===== src/rtl/bus_arbiter_if.sv =====
// Shared-bus bundle between the CPU, the two secondary masters (PRC, DBG) and the arbiter.
// The slave modport is the arbiter's view; master is the view of whatever drives the requesters.
interface bus_arbiter_if;
  logic        cpu_bus_ack;
  logic [23:0] cpu_address_in;
  logic [7:0]  cpu_data_in;
  logic        cpu_write;
  logic        cpu_read;
  logic [1:0]  cpu_bus_status;

  logic        prc_req;
  logic [23:0] prc_address_in;
  logic [7:0]  prc_data_in;
  logic        prc_write;
  logic        prc_read;
  logic [1:0]  prc_bus_status;

  logic        dbg_req;
  logic [23:0] dbg_address_in;
  logic [7:0]  dbg_data_in;
  logic        dbg_write;
  logic        dbg_read;
  logic [1:0]  dbg_bus_status;

  logic        cpu_bus_request;
  logic        prc_grant;
  logic        dbg_grant;
  logic [23:0] address_out;
  logic [7:0]  data_out;
  logic        write;
  logic        read;
  logic [1:0]  bus_status;
  logic        timeout_error;

  modport slave (
    input  cpu_bus_ack, cpu_address_in, cpu_data_in, cpu_write, cpu_read, cpu_bus_status,
    input  prc_req, prc_address_in, prc_data_in, prc_write, prc_read, prc_bus_status,
    input  dbg_req, dbg_address_in, dbg_data_in, dbg_write, dbg_read, dbg_bus_status,
    output cpu_bus_request, prc_grant, dbg_grant,
    output address_out, data_out, write, read, bus_status, timeout_error
  );

  modport master (
    output cpu_bus_ack, cpu_address_in, cpu_data_in, cpu_write, cpu_read, cpu_bus_status,
    output prc_req, prc_address_in, prc_data_in, prc_write, prc_read, prc_bus_status,
    output dbg_req, dbg_address_in, dbg_data_in, dbg_write, dbg_read, dbg_bus_status,
    input  cpu_bus_request, prc_grant, dbg_grant,
    input  address_out, data_out, write, read, bus_status, timeout_error
  );
endinterface


===== src/rtl/bus_arbiter.sv =====
// Hands the system bus from the CPU to PRC or DBG (round-robin on ties) after the CPU acks.
// Grant 2 clk_ce cycles after request at best; back-to-back grants pass through one idle GAP cycle.
module bus_arbiter #(
  parameter logic [15:0] TIMEOUT = 16'd4096
) (
  input  logic          clk,
  input  logic          reset,
  input  logic          clk_ce,
  bus_arbiter_if.slave  bus
);

  localparam logic [2:0] CPU_OWN   = 3'd0;
  localparam logic [2:0] WAIT_ACK  = 3'd1;
  localparam logic [2:0] GRANT_PRC = 3'd2;
  localparam logic [2:0] GRANT_DBG = 3'd3;
  localparam logic [2:0] GAP       = 3'd4;
  localparam logic [2:0] RELEASE   = 3'd5;

  localparam logic [1:0] BUS_COMMAND_IDLE = 2'b00;

  logic [2:0]  state_q, state_d;
  logic        req_q, req_d;
  logic        last_prc_q, last_prc_d;
  logic        win_dbg_q, win_dbg_d;   // latched winner, or next owner while in GAP
  logic [15:0] cnt_q, cnt_d;
  logic        err_q, err_d;

  logic win_req, own_req, oth_req;

  assign win_req = win_dbg_q ? bus.dbg_req : bus.prc_req;
  assign own_req = (state_q == GRANT_DBG) ? bus.dbg_req : bus.prc_req;
  assign oth_req = (state_q == GRANT_DBG) ? bus.prc_req : bus.dbg_req;

  always_comb begin
    state_d    = state_q;
    req_d      = req_q;
    last_prc_d = last_prc_q;
    win_dbg_d  = win_dbg_q;
    cnt_d      = cnt_q;
    err_d      = err_q;
    case (state_q)
      CPU_OWN: begin
        if (bus.prc_req || bus.dbg_req) begin
          win_dbg_d = bus.dbg_req && (!bus.prc_req || last_prc_q);
          req_d     = 1'b1;
          state_d   = WAIT_ACK;
        end
      end
      WAIT_ACK: begin
        // A withdrawn request abandons the handover even if the ack never arrives.
        if (!win_req) begin
          req_d   = 1'b0;
          state_d = RELEASE;
        end else if (bus.cpu_bus_ack) begin
          state_d = win_dbg_q ? GRANT_DBG : GRANT_PRC;
        end
      end
      GRANT_PRC, GRANT_DBG: begin
        if (!own_req) begin
          cnt_d      = 16'd0;
          last_prc_d = (state_q == GRANT_PRC);
          if (oth_req) begin
            win_dbg_d = (state_q == GRANT_PRC);
            state_d   = GAP;
          end else begin
            req_d   = 1'b0;
            state_d = RELEASE;
          end
        end else begin
          if (cnt_q < TIMEOUT) cnt_d = cnt_q + 16'd1;
          if (cnt_d >= TIMEOUT) err_d = 1'b1;
        end
      end
      GAP:     state_d = win_dbg_q ? GRANT_DBG : GRANT_PRC;
      RELEASE: if (!bus.cpu_bus_ack) state_d = CPU_OWN;
      default: state_d = CPU_OWN;
    endcase
  end

  always_ff @(posedge clk) begin
    if (reset) begin
      state_q    <= CPU_OWN;
      req_q      <= 1'b0;
      last_prc_q <= 1'b0;
      win_dbg_q  <= 1'b0;
      cnt_q      <= 16'd0;
      err_q      <= 1'b0;
    end else if (clk_ce) begin
      state_q    <= state_d;
      req_q      <= req_d;
      last_prc_q <= last_prc_d;
      win_dbg_q  <= win_dbg_d;
      cnt_q      <= cnt_d;
      err_q      <= err_d;
    end
  end

  assign bus.cpu_bus_request = req_q;
  assign bus.prc_grant       = (state_q == GRANT_PRC);
  assign bus.dbg_grant       = (state_q == GRANT_DBG);
  assign bus.timeout_error   = err_q;

  always_comb begin
    bus.address_out = 24'd0;
    bus.data_out    = 8'd0;
    bus.write       = 1'b0;
    bus.read        = 1'b0;
    bus.bus_status  = BUS_COMMAND_IDLE;
    case (state_q)
      CPU_OWN, WAIT_ACK: begin
        bus.address_out = bus.cpu_address_in;
        bus.data_out    = bus.cpu_data_in;
        bus.write       = bus.cpu_write;
        bus.read        = bus.cpu_read;
        bus.bus_status  = bus.cpu_bus_status;
      end
      GRANT_PRC: begin
        bus.address_out = bus.prc_address_in;
        bus.data_out    = bus.prc_data_in;
        bus.write       = bus.prc_write;
        bus.read        = bus.prc_read;
        bus.bus_status  = bus.prc_bus_status;
      end
      GRANT_DBG: begin
        bus.address_out = bus.dbg_address_in;
        bus.data_out    = bus.dbg_data_in;
        bus.write       = bus.dbg_write;
        bus.read        = bus.dbg_read;
        bus.bus_status  = bus.dbg_bus_status;
      end
      default: ;
    endcase
  end

endmodule


===== src/flat_wrapper.sv =====
// flat-port wrapper written by rule: the top's interface ports become plain ports
module bus_arbiter_flat 
#(
  parameter logic [15:0] TIMEOUT = 16'd4096
)
  (clk, reset, clk_ce, bus_cpu_bus_ack, bus_cpu_address_in, bus_cpu_data_in, bus_cpu_write, bus_cpu_read, bus_cpu_bus_status, bus_prc_req, bus_prc_address_in, bus_prc_data_in, bus_prc_write, bus_prc_read, bus_prc_bus_status, bus_dbg_req, bus_dbg_address_in, bus_dbg_data_in, bus_dbg_write, bus_dbg_read, bus_dbg_bus_status, bus_cpu_bus_request, bus_prc_grant, bus_dbg_grant, bus_address_out, bus_data_out, bus_write, bus_read, bus_bus_status, bus_timeout_error);
  bus_arbiter_if bus_i ();
  input  logic clk;
  input  logic reset;
  input  logic clk_ce;
  input wire logic [$bits(bus_i.cpu_bus_ack)-1:0] bus_cpu_bus_ack;
  input wire logic [$bits(bus_i.cpu_address_in)-1:0] bus_cpu_address_in;
  input wire logic [$bits(bus_i.cpu_data_in)-1:0] bus_cpu_data_in;
  input wire logic [$bits(bus_i.cpu_write)-1:0] bus_cpu_write;
  input wire logic [$bits(bus_i.cpu_read)-1:0] bus_cpu_read;
  input wire logic [$bits(bus_i.cpu_bus_status)-1:0] bus_cpu_bus_status;
  input wire logic [$bits(bus_i.prc_req)-1:0] bus_prc_req;
  input wire logic [$bits(bus_i.prc_address_in)-1:0] bus_prc_address_in;
  input wire logic [$bits(bus_i.prc_data_in)-1:0] bus_prc_data_in;
  input wire logic [$bits(bus_i.prc_write)-1:0] bus_prc_write;
  input wire logic [$bits(bus_i.prc_read)-1:0] bus_prc_read;
  input wire logic [$bits(bus_i.prc_bus_status)-1:0] bus_prc_bus_status;
  input wire logic [$bits(bus_i.dbg_req)-1:0] bus_dbg_req;
  input wire logic [$bits(bus_i.dbg_address_in)-1:0] bus_dbg_address_in;
  input wire logic [$bits(bus_i.dbg_data_in)-1:0] bus_dbg_data_in;
  input wire logic [$bits(bus_i.dbg_write)-1:0] bus_dbg_write;
  input wire logic [$bits(bus_i.dbg_read)-1:0] bus_dbg_read;
  input wire logic [$bits(bus_i.dbg_bus_status)-1:0] bus_dbg_bus_status;
  output wire logic [$bits(bus_i.cpu_bus_request)-1:0] bus_cpu_bus_request;
  output wire logic [$bits(bus_i.prc_grant)-1:0] bus_prc_grant;
  output wire logic [$bits(bus_i.dbg_grant)-1:0] bus_dbg_grant;
  output wire logic [$bits(bus_i.address_out)-1:0] bus_address_out;
  output wire logic [$bits(bus_i.data_out)-1:0] bus_data_out;
  output wire logic [$bits(bus_i.write)-1:0] bus_write;
  output wire logic [$bits(bus_i.read)-1:0] bus_read;
  output wire logic [$bits(bus_i.bus_status)-1:0] bus_bus_status;
  output wire logic [$bits(bus_i.timeout_error)-1:0] bus_timeout_error;
  assign bus_i.cpu_bus_ack = bus_cpu_bus_ack;
  assign bus_i.cpu_address_in = bus_cpu_address_in;
  assign bus_i.cpu_data_in = bus_cpu_data_in;
  assign bus_i.cpu_write = bus_cpu_write;
  assign bus_i.cpu_read = bus_cpu_read;
  assign bus_i.cpu_bus_status = bus_cpu_bus_status;
  assign bus_i.prc_req = bus_prc_req;
  assign bus_i.prc_address_in = bus_prc_address_in;
  assign bus_i.prc_data_in = bus_prc_data_in;
  assign bus_i.prc_write = bus_prc_write;
  assign bus_i.prc_read = bus_prc_read;
  assign bus_i.prc_bus_status = bus_prc_bus_status;
  assign bus_i.dbg_req = bus_dbg_req;
  assign bus_i.dbg_address_in = bus_dbg_address_in;
  assign bus_i.dbg_data_in = bus_dbg_data_in;
  assign bus_i.dbg_write = bus_dbg_write;
  assign bus_i.dbg_read = bus_dbg_read;
  assign bus_i.dbg_bus_status = bus_dbg_bus_status;
  assign bus_cpu_bus_request = bus_i.cpu_bus_request;
  assign bus_prc_grant = bus_i.prc_grant;
  assign bus_dbg_grant = bus_i.dbg_grant;
  assign bus_address_out = bus_i.address_out;
  assign bus_data_out = bus_i.data_out;
  assign bus_write = bus_i.write;
  assign bus_read = bus_i.read;
  assign bus_bus_status = bus_i.bus_status;
  assign bus_timeout_error = bus_i.timeout_error;
  bus_arbiter #(.TIMEOUT(TIMEOUT)) u_core (.clk(clk), .reset(reset), .clk_ce(clk_ce), .bus(bus_i));
endmodule

===== config.mk =====
export PLATFORM = sky130hd
export DESIGN_NAME = bus_arbiter_flat
export DESIGN_NICKNAME = d
export VERILOG_FILES = /design/src/rtl/bus_arbiter_if.sv /design/src/rtl/bus_arbiter.sv /design/src/flat_wrapper.sv
export SDC_FILE = /design/constraint.sdc
export NUM_CORES = 1
export LEC_CHECK = 0
export ABC_CLOCK_PERIOD_IN_PS = 2680
export CAP_MARGIN = 10
export CORE_AREA = 2 2 60 62
export DETAILED_ROUTE_END_ITERATION = 16
export DIE_AREA = 0 0 62 64
export DONT_BUFFER_PORTS = 1
export GPL_TIMING_DRIVEN = 0
export PLACE_DENSITY = 0.78
export REMOVE_ABC_BUFFERS = 1
export SLEW_MARGIN = 20
export SYNTH_ARGS = -nofsm -noshare
export SYNTH_HDL_FRONTEND = slang
export SYNTH_SLANG_ARGS = --single-unit

===== constraint.sdc =====
create_clock -name clk -period 2.68 [get_ports clk]
set_clock_uncertainty 0.2 [all_clocks]
set_input_delay 0.536 -clock clk [delete_from_list [all_inputs] [get_ports clk]]
set_output_delay 0.536 -clock clk [all_outputs]
set_load 0.05 [all_outputs]

# [Word-level counts from Yosys, hierarchy flattened]
# Index checks and enable logic that the tools add are counted.
[word_totals] ram_bits=0 inputBits=114 romBits=0 memories=0 output_inout_bits=40 latch_bits=0 ff_bits=23 word_cells=66
[classes] bitwise=1 mux=29 reduce_logical=15 mul=0 add_sub_neg=1 eq_ne=12 div_mod_pow=0 shift=0 magnitude_cmp=2
[op_table] cell="24-bit case mux with 3 select lines" count=1
[op_table] cell="16-bit 2-to-1 mux" count=4
[op_table] cell="8-bit case mux with 3 select lines" count=1
[op_table] cell="16-bit by 1-bit adder with 16-bit output, second input constant" count=1
[op_table] cell="16-bit by 13-bit greater-or-equal comparator with 1-bit output, second input constant" count=1
[op_table] cell="16-bit by 13-bit less-than comparator with 1-bit output, second input constant" count=1
[op_table] cell="3-bit 2-to-1 mux" count=5
[op_table] cell="3-bit case mux with 5 select lines" count=1
[op_table] cell="1-bit 2-to-1 mux" count=12
[op_table] cell="5-bit AND reduction" count=2
[op_table] cell="1-bit case mux with 3 select lines" count=3
[op_table] cell="2-bit != test, second input constant" count=4
[op_table] cell="3-bit by 2-bit == test with 1-bit output, second input constant" count=2
[op_table] cell="3-bit == test, second input constant" count=2
[op_table] cell="2-bit case mux with 3 select lines" count=1
[op_table] cell="6-bit AND reduction" count=1
[op_table] cell="2-bit by 1-bit != test with 1-bit output, second input constant" count=2
[op_table] cell="4-bit AND reduction" count=1
[op_table] cell="2-bit OR reduction" count=2
[op_table] cell="3-bit by 1-bit == test with 1-bit output, second input constant" count=1
[op_table] cell="3-bit logical NOT" count=1
[op_table] cell="3-bit != test, second input constant" count=1
[op_table] cell="3-bit AND reduction" count=1
[op_table] cell="3-bit nonzero test" count=1
[op_table] cell="other kinds (7)" count=8

# [Logic depth before layout (Yosys ltp)]
# Gate-level depths: netlist (run 1).
[logic_depth] ltp_word=6 depth_mapped=6 depth_no_buf=5

# [Worst setup path before layout (run 1)]
# Ideal clock, no wire load.
[synth_path] kind="reg-to-output" start="register u_core.state_q[0]" end="output bus_address_out[0]" path_stages_with_launch=6 path_slack_ns=-0.685 arrival_time_ns=2.629 cell_sequence="dfxtp_1 clkbuf_1 clkbuf_1 buf_1 mux2i_1 a211oi_1"
[synth_between] elab_chain_len=3
[synth_rtl] item="start: declaration" line_no="bus_arbiter.sv:21" rtl="logic [2:0] state_q, state_d;"
[synth_rtl] item="start signal: assignment" line_no="bus_arbiter.sv:89" rtl="state_q <= state_d;"
[synth_rtl] item="3-bit by 1-bit == test with 1-bit output / 3-bit logical NOT (equally long branches)" line_no="bus_arbiter.sv:109" rtl="case (state_q)"
[synth_rtl] item="2-bit OR reduction" line_no="bus_arbiter.sv:109"
[synth_rtl] item="24-bit case mux with 3 select lines *" line_no="bus_arbiter.sv:109"
[synth_rtl] item="end: declaration" line_no="flat_wrapper.sv:32" rtl="output wire logic [$bits(bus_i.address_out)-1:0] bus_address_out;"
# Every way passes the cells marked *; elsewhere a longest branch is shown, timed or not.

# [Final worst setup path (run 1)]
[layout_path] start="register u_core.state_q[0]" end="output bus_address_out[17]"
# The elaborated chain is that of the path after synthesis.

==> key figures, run 1 <==
STA
  • Rel. slew slack: 56.0%
  • Hold Slack: 61.4 ps
  • Highest clock rate: 0.381 GHz
  • Setup TNS: 0 ps
  • Tcrit/Tclk final: 98.0%
  • Slew Viols, Final: 0
  • RSZ-0062 raised after global routing: false
  • Post-layout min period: 2630 ps
  • Finish-stage setup viols: 0
  • Final hold viol count: 0
  • Worst slew pin tran: 659 ps

Pwr
  • Switching share of power: 52.7%
  • NetSw: 0.000731 W
  • P_leak: 0.880 nW
  • Internal power: 0.000655 W
  • PwrDens: 517 nW/um2
  • IR drop worst, VDD: 0.306 mV
  • Clk network pwr share: 12.2%
  • Gate power share: 59.0%
  • Sequential share of power: 28.8%

Cells and area
  • Final #Nets: 378
  • Area growth from synthesis to layout: 29.9%
  • Multi-input logic area: 1940 um2
  • Post-route insts no fill: 308
  • Fin area: 2680 um2
  • Layout cell share with drive strength beyond 1: 23.3%
  • Diodes inserted: 0
  • FF+latch area: 472 um2
  • Final Util: 81.6%
  • Fillers: 214

Logic synthesis
  • Most instantiated library cell after synthesis: nor2_1
  • Yosys top cell area share: 22.3%
  • Ys Warns: 0
  • Top_reg_cell synth: dfxtp_1
  • Post-Syn Area per Cell: 7.50 um2
  • Post-synth cell types: 45
  • Cells after Synth: 275
  • Synth area leader: dfxtp_1
  • Number of synthesized flops with an enable pin: 0
  • Share of the yosys chip area belonging to registers: 22.3%
  • Mapped cell area: 2060 um2
  • Ranking of synthesized cells by area: dfxtp_1 22%, mux2i_1 19%, a211oi_1 14%
  • Post-synth top cells: 47 x nor2_1, 40 x mux2i_1, 38 x a211oi_1
  • FFs w/ async S/R, synth: 0%
  • Yosys reg bits: 23

Outcome
  • Status: completed

Die
  • Core Box Area: 3280 um2
  • Die ar.: 3970 um2
  • Number of core rows: 21
  • Die Y: 64 um
  • Die W: 62 um
  • Initial Util: 62.8%
  • I/O pin count: 154

Place
  • Placed Cells incl. Taps: 297
  • Final HPWL DP: 4830 um
  • Placer Congestion: 0.779
  • Area after DPL: 2240 um2
  • Port Buffers: 0

Setup path
  • Critical Path Fanout Max: 15
  • Startpoint Class: register
  • Reg2reg start: u_core.state_q[2]
  • Crit. End Element: output port
  • Setup Crit Path Kind: register to output port
  • Critical R2R Capture: u_core.cnt_q[9]
  • CP startpoint: u_core.state_q[0]
  • Worst setup path end: bus_address_out[17]
  • Worst r2r path cells: 5
  • Critical Path AT: 1890 ps
  • Crit path required time: 1940 ps
  • R2R Setup Slk: 180 ps

Global routing
  • GRT overflow: 0
  • Largest net degree at the start of global routing: 51
  • Tot GR Track Use: 38.5%
  • Vias in the first global route: 2190
  • M1 GR Usage: 47.8%
  • Global Route met2 Usage: 61.6%
  • Top Usage Layer GRT: met2
  • Initial antenna violation count: 0
  • First-pass GRT wire length: 11100 um
  • Met3 global-route usage: 14.8%

Clocking
  • Clock Sink Count: 23
  • Reg clk slew, reported paths: 140 ps
  • Inserted Clock Buffers: 3
  • Root buffer cell: clkbuf_4
  • Worst-Skew Late Latency: 320 ps
  • Hold_buf cts: 0
  • CTS tree: built
  • # H-tree levels: 1
  • CTS Buffer Depth: 2

Worst hold path
  • Worst min-delay path class: input port to register

Drt
  • Drt wl/cell: 25.5 um
  • Vias: 2227
  • DR vias/cell: 7.23
  • First-pass detailed-route iteration total: 5
  • Routed WL: 7840 um
  • Drt drc: 0
  • DRT iter0 DRCs: 353
  • DRT antenna net count: 0

Job
  • Max-cap violations: 0
## registers in the layout (all words and copies together), names as in the netlist
signal and cells:
u_core.state_q 3, u_core.last_prc_q 1, u_core.win_dbg_q 1, u_core.cnt_q 16, u_core.bus.timeout_error 1, u_core.bus.cpu_bus_request 1
## layout make-up
type	instances	area share, %
sequential	23	17.6
timing repair buffer	10	6.12
multi-input combinational	220	72.4
clock inverter	1	0.187
inverter	5	0.700
tap	46	2.15
clock buffer	3	0.840
## through the flow
stage	setup WS, ps	power, W
final	53.1	0.00139
after global routing	0.684	0.00143
after CTS	20.5	0.00135
after detailed placement	62.1	0.00103
after global placement	-1790	0.000970
after floorplan	-1170	0.000921
## worst min-delay path by stage
stage | startpoint | to | depth (start not counted)
floorplan | u_core.cnt_q[14] | u_core.cnt_q[14] | 1
global placement | u_core.cnt_q[14] | u_core.cnt_q[14] | 1
detailed placement | u_core.cnt_q[13] | u_core.cnt_q[13] | 1
CTS | reset | u_core.state_q[0] | 1
global route | reset | u_core.last_prc_q | 1
finish | reset | u_core.bus.cpu_bus_request | 1
## cells in the final DEF (no fill, tap or decap), drive strengths merged, types with 4 or more instances in the layout
cell type | netlist | final
and2 | 4 | 4
or4 | 4 | 4
nor2 | 47 | 47
o21ai | 10 | 10
a21oi | 12 | 12
or3 | 5 | 5
nand3 | 6 | 6
nand2 | 6 | 6
buf | 7 | 10
xnor2 | 5 | 5
nor3 | 5 | 5
dfxtp | 23 | 23
mux2i | 40 | 40
inv | 5 | 5
a211oi | 38 | 38
nand2b | 6 | 6
## worst max-delay path: stages, from the launching register on
cell      delay, ps
dfxtp_4         570
buf_8           240
mux2i_1         160
a211oi_4        590
## per-layer routing
metal | up-vias | routed length (um) | part of all wire (%)
met5 | - | 0 | 0
met4 | 0 | 260 | 3.3
met3 | 38 | 1140 | 15
met2 | 196 | 3690 | 47
met1 | 1045 | 2740 | 35
li1 | 948 | - | -
## power by group through the flow
stage                     Clock [W]  Sequential, W  Combinational [W]
after global routing       0.000186       0.000401           0.000845
after CTS                  0.000169       0.000417           0.000769
after detailed placement          0       0.000446           0.000583
after global placement            0       0.000449           0.000521
after floorplan                   0       0.000431           0.000490
final                      0.000169       0.000399           0.000818
## kinds of logic after synthesis
| family | synth area share, % |
|---|---|
| AND/OR/NAND/NOR | 24.1 |
| XOR/XNOR | 2.55 |
| multiplexers | 20.0 |
| buffers and inverters | 5.94 |
| AO/OA/AOI/OAI | 24.0 |
| flip-flops | 22.3 |
| adder cells (fa/ha/maj) | 1.09 |
## what timing repair did
action,CTS,global route
endpoints found under the setup margin,36,7
gates resized for setup,38,0
pin swaps,1,1
setup buffers,4,3
gates cloned,0,0
Power figures use the tool's default switching activity.
==> inputs of run 2 (changes only) <==
- CELL_PAD_IN_SITES_DETAIL_PLACEMENT: unset -> 1
- CELL_PAD_IN_SITES_GLOBAL_PLACEMENT: unset -> 1
- CORE_AREA: 2 2 60 62 -> unset
- CORE_UTILIZATION: unset -> 42
- DIE_AREA: 0 0 62 64 -> unset
- PLACE_DENSITY: 0.78 -> unset
- PLACE_DENSITY_LB_ADDON: unset -> 0.1
==> key figures, run 2 (synthesis results as in run 1) <==
Global routing
  • Initial antenna violation count: 0 (unchanged)
  • GRT overflow: 0 (unchanged)
  • Vias in the first global route: 2149 (-1.9%)
  • Tot GR Track Use: 26.9% (-12 points)
  • First-pass GRT wire length: 10900 um (-1.4%)
  • Largest net degree at the start of global routing: 51 (unchanged)

Cells and area
  • Diodes inserted: 0 (unchanged)
  • Biggest regs: u_core.cnt_q (16), u_core.state_q (3)
  • Largest register FFs: 16 (unchanged)
  • Final Util: 57.6% (-24 points)
  • Most frequent cells in the layout: 47 x nor2_1, 40 x mux2i_1, 36 x a211oi_4, 20 x dfxtp_1, 12 x a21oi_1
  • Commonest non-fill, non-tap cell in the layout: nor2_1
  • Area growth from synthesis to layout: 31.8%
  • Final #Nets: 377 (-0.26%)
  • Biggest register: u_core.cnt_q
  • Layout cell share with drive strength beyond 1: 22.6% (-0.68 points)

Place
  • Pre-CTS setup slack: 8.87 ps (-53.2 ps)
  • Port Buffers: 0 (unchanged)
  • Final HPWL DP: 4510 um (-6.6%)
  • Placer Congestion: 0.834 (+7.0%)

Setup path
  • Critical Path Fanout Max: 26 (+11)
  • Worst path slowest cell: a211oi_4
  • Crit path required time: 1940 ps (about the same)
  • Setup Crit Path Kind: register to output port
  • Worst r2r path cells: 4 (-1)
  • R2R Setup Slk: 190 ps (about the same)
  • Startpoint Class: register
  • Critical R2R Capture: u_core.cnt_q[8]
  • Reg2reg start: u_core.cnt_q[15]
  • CP startpoint: u_core.state_q[0]
  • Crit-path cells: buf_12, mux2i_1, a211oi_4
  • CP max stage delay: 580 ps (about the same)
  • Critical Path AT: 1810 ps (-80 ps)
  • Crit. End Element: output port

STA
  • Final hold viol count: 0 (unchanged)
  • Setup slack after layout: 132 ps (+79.1 ps)
  • Highest clock rate: 0.393 GHz (+3.1%)
  • Rel. slew slack: 57.1% (+1.2 points)
  • Worst slew pin tran: 641 ps (-17.7 ps)
  • Post-layout min period: 2550 ps (-79.1 ps)
  • Tcrit/Tclk final: 95.1% (-3.0 points)
  • Finish-stage setup viols: 0 (unchanged)
  • Setup TNS: 0 ps (unchanged)
  • Slew Viols, Final: 0 (unchanged)
  • RSZ-0062 raised after global routing: false

Pwr
  • Gate power share: 56.4% (-2.6 points)
  • NetSw: 0.000731 W (about the same)
  • Clk network pwr share: 15.5% (+3.3 points)
  • IR drop worst, VDD: 0.268 mV (-12%)
  • PwrDens: 528 nW/um2 (+2.2%)
  • Switching share of power: 50.9% (-1.9 points)
  • Sequential share of power: 28.1% (-0.7 points)
  • P_leak: 0.885 nW (+0.63%)
  • Internal power: 0.000706 W (+7.7%)

Die
  • Die W: 72.1 um (+16%)
  • I/O pin count: 154 (unchanged)
  • Initial Util: 43.7% (-19 points)
  • Die Y: 72.1 um (+13%)
  • Core Box Area: 4720 um2 (+44%)
  • Die ar.: 5200 um2 (+31%)
  • Number of core rows: 25 (+19%)

Clocking
  • Root buffer cell: clkbuf_8
  • Worst-Skew Late Latency: 270 ps (-50 ps)
  • Clock Sink Count: 23 (unchanged)
  • Inserted Clock Buffers: 3 (unchanged)
  • CTS tree: built
  • # H-tree levels: 1 (unchanged)
  • CTS Buffer Depth: 2 (unchanged)
  • Reg clk slew, reported paths: 90 ps (-50 ps)

Job
  • Max-cap violations: 0 (unchanged)

Drt
  • Vias: 2051 (-7.9%)
  • DR vias/cell: 6.25 (-14%)
  • DRT antenna net count: 0 (unchanged)
  • DRT iter0 DRCs: 86 (-76%)
  • Drt wl/cell: 22.0 um (-14%)
  • Routed WL: 7220 um (-7.9%)
  • First-pass detailed-route iteration total: 4 (-1)
  • Drt drc: 0 (unchanged)

Outcome
  • Status: completed

Worst hold path
  • Hold Crit Start: reset
  • Worst min-delay path class: input port to register
  • Hold path depth: 1 (unchanged)
  • Sink of the worst hold path: u_core.last_prc_q
-- run 2: repair_timing --
| action | CTS | global route |
|---|---|---|
| pin swaps | 9 | 2 |
| cloned | 1 | 0 |
| gates resized for setup | 37 | 0 |
| setup endpoints to repair | 36 | 9 |
| hold buffers | 0 | 0 |
| buffers inserted | 3 | 1 |
-- run 2: critical path: cells and delay by family (launching register included) --
kind,cells,cell delay [ps]
buffers and inverters,1,240
DFF,1,560
muxes,1,140
AOI/OAI and AO/OA,1,580
-- run 2: per-stage QoR --
stage          power (W)  hold WS, ps  instance area [um2]  cells
2_1_floorplan   0.000921          220                 1960    248
3_3_place_gp    0.000980          238                 2040    315
3_5_place_dp     0.00104          239                 2280    318
4_1_cts          0.00142          121                 2660    326
5_1_grt          0.00150          110                 2720    328
6_report         0.00144          122                 2720    328
-- run 2: final cells by class --
cell class | instances | area (um2)
clock buffer | 3 | 41.3
multi-input combinational | 220 | 1940
inverter | 5 | 18.8
timing repair buffer | 9 | 161
tap | 67 | 83.8
clock inverter | 1 | 5.00
fill | 536 | 2000
sequential | 23 | 472
-- run 2: routing by layer --
metal | routed length (um) | GRT usage (%) | vias up
met2 | 3770 | 46.0 | 70
met3 | 418 | 6.67 | 11
met1 | 2910 | 33.4 | 1025
met5 | 0 | 0 | -
li1 | - | - | 945
met4 | 120 | 8.06 | 0
-- run 2: worst max path at each step --
stage | depth (start not counted) | slack [ps] | endpoint
2_1_floorplan | 2 | -1170 | bus_address_out[0]
3_3_place_gp | 2 | -1840 | bus_address_out[8]
3_5_place_dp | 2 | 9 | bus_address_out[8]
4_1_cts | 3 | 6 | bus_address_out[18]
5_1_grt | 3 | 60 | bus_address_out[13]
6_report | 3 | 130 | bus_address_out[13]
-- run 2: power by group through the flow --
stage | clock network (W) | logic, W | registers [W]
final | 0.000223 | 0.000809 | 0.000404
after global routing | 0.000248 | 0.000845 | 0.000408
after CTS | 0.000228 | 0.000756 | 0.000433
after detailed placement | 0 | 0.000602 | 0.000441
after global placement | 0 | 0.000530 | 0.000451
after floorplan | 0 | 0.000490 | 0.000431
==> inputs of run 3 (changes only) <==
- CORE_UTILIZATION: 42 -> 40
==> key figures, run 3 (synthesis results as in run 1) <==
STA
  • Slew Viols, Final: 0 (unchanged)
  • Worst slew pin tran: 651 ps (+10.2 ps)
  • Finish-stage setup viols: 0 (unchanged)
  • Final hold viol count: 0 (unchanged)
  • Post-layout min period: 2580 ps (+31.8 ps)
  • Highest clock rate: 0.388 GHz (-1.2%)
  • RSZ-0062 raised after global routing: false
  • Tcrit/Tclk final: 96.3% (+1.2 points)
  • Setup slack after layout: 100 ps (-31.8 ps)
  • Rel. slew slack: 56.5% (-0.68 points)
  • Setup TNS: 0 ps (unchanged)

Die
  • Die ar.: 5450 um2 (+4.9%)
  • I/O pin count: 154 (unchanged)
  • Die Y: 73.8 um (+2.4%)
  • Core Box Area: 4850 um2 (+2.6%)
  • Initial Util: 42.6% (-1.1 points)
  • Die W: 73.8 um (+2.4%)
  • Number of core rows: 25 (unchanged)

Global routing
  • Initial antenna violation count: 0 (unchanged)
  • Tot GR Track Use: 24.0% (-2.9 points)
  • First-pass GRT wire length: 9980 um (-8.6%)
  • Vias in the first global route: 2041 (-5.0%)
  • Largest net degree at the start of global routing: 57 (+12%)
  • GRT overflow: 0 (unchanged)

Setup path
  • Startpoint Class: register
  • Worst path slowest cell: a211oi_4
  • Critical Path AT: 1840 ps (+30 ps)
  • Crit path required time: 1940 ps (about the same)
  • Worst r2r path cells: 6 (+2)
  • Setup Crit Path Kind: register to output port
  • Crit. End Element: output port
  • Crit-path cells: buf_8, mux2i_1, a211oi_4
  • CP max stage delay: 620 ps (+40 ps)
  • Critical Path Fanout Max: 15 (-42%)

Worst hold path
  • Hold path depth: 1 (unchanged)
  • Worst min-delay path class: input port to register

Clocking
  • Inserted Clock Buffers: 3 (unchanged)
  • # H-tree levels: 1 (unchanged)
  • CTS tree: built
  • CTS Buffer Depth: 2 (unchanged)
  • Root buffer cell: clkbuf_8
  • Worst-Skew Late Latency: 270 ps (about the same)
  • Clock Sink Count: 23 (unchanged)
  • Reg clk slew, reported paths: 80 ps (about the same)

Drt
  • DRT antenna net count: 0 (unchanged)
  • DR vias/cell: 6.26 (+0.13%)
  • DRT iter0 DRCs: 61 (-29%)
  • Drt wl/cell: 20.8 um (-5.6%)
  • Routed WL: 6830 um (-5.4%)
  • First-pass detailed-route iteration total: 4 (unchanged)
  • Drt drc: 0 (unchanged)
  • Vias: 2060 (+0.44%)

Cells and area
  • Commonest non-fill, non-tap cell in the layout: nor2_1
  • Most frequent cells in the layout: 47 x nor2_1, 40 x mux2i_1, 36 x a211oi_4, 20 x dfxtp_1, 12 x a21oi_1
  • Largest register FFs: 16 (unchanged)
  • Area growth from synthesis to layout: 31.5%
  • Biggest regs: u_core.cnt_q (16), u_core.state_q (3)
  • Diodes inserted: 0 (unchanged)
  • Final #Nets: 378 (+0.27%)
  • Post-route insts no fill: 329 (+0.30%)
  • Biggest register: u_core.cnt_q
  • Final Util: 55.9% (-1.6 points)
  • Layout cell share with drive strength beyond 1: 22.9% (+0.30 points)

Place
  • Placer Congestion: 0.690 (-17%)
  • Pre-CTS setup slack: 50.0 ps (+41.1 ps)
  • Port Buffers: 0 (unchanged)
  • Final HPWL DP: 4370 um (-3.2%)
  • Placed Cells incl. Taps: 318 (unchanged)

Outcome
  • Status: completed

Pwr
  • P_leak: 0.883 nW (-0.27%)
  • PwrDens: 522 nW/um2 (-1.2%)
  • Total Power: 0.00142 W (-1.5%)
  • IR drop worst, VDD: 0.284 mV (+6.3%)

Job
  • Max-cap violations: 0 (unchanged)
run 3: cell types whose count changed in the layout (fill, tap and decap cells not counted), sizes merged:
| cell | before | now |
|---|---|---|
| bufbuf | 1 | 0 |
| buf | 8 | 9 |
| clkbuf | 3 | 5 |
| clkinv | 1 | 0 |
run 3: through the flow:
step / cell area [um2] / hold slack, ps
finish: 2710 / 126
detailed placement: 2280 / 240
CTS: 2650 / 114
floorplan: 1960 / 220
global route: 2710 / 99.7
global placement: 2040 / 237
run 3: path summary, 6_finish.rpt:
kind / slack (ps) / to / from
setup / recovery: 100 / bus_address_out[5] / u_core.state_q[0]
hold / removal: 130 / u_core.state_q[0] / reset
setup reg to reg: 130 / u_core.cnt_q[7] / u_core.state_q[2]
hold reg to reg: 260 / u_core.cnt_q[14] / u_core.cnt_q[14]
run 3: where the power goes:
| group | total (W) | leakage [nW] | switching [W] | internal [W] |
|---|---|---|---|---|
| sequential | 0.000406 | 0.188 | 0.0000542 | 0.000352 |
| combinational | 0.000790 | 0.672 | 0.000554 | 0.000236 |
| clock | 0.000219 | 0.0228 | 0.000113 | 0.000106 |
run 3: cell type report:
class	instances	area, um2
multi-input combinational	220	1940
sequential	23	472
inverter	5	18.8
clock buffer	4	45.0
timing repair buffer	10	153
fill	560	2140
tap	67	83.8
run 3: repair_timing:
action / CTS / global route
gates resized for setup: 38 / 0
cloned: 0 / 1
hold buffers: 0 / 0
setup buffers: 3 / 2
pin swaps: 22 / 1
setup endpoints to repair: 36 / 33
run 3: layer usage:
layer	global-route usage, %	vias to the layer above	share of wire [%]
met1	28.7	1030	39
met3	5.76	4	4.8
met5	0	-	0
met2	43.5	77	55
li1	-	949	-
met4	4.49	0	0.51
run 3: critical path, delay by kind of cell, from the launching register on:
| family | cells | cell delay (ps) |
|---|---|---|
| compound gates | 1 | 620 |
| mux | 1 | 150 |
| flops | 1 | 550 |
| buf+inv | 1 | 240 |
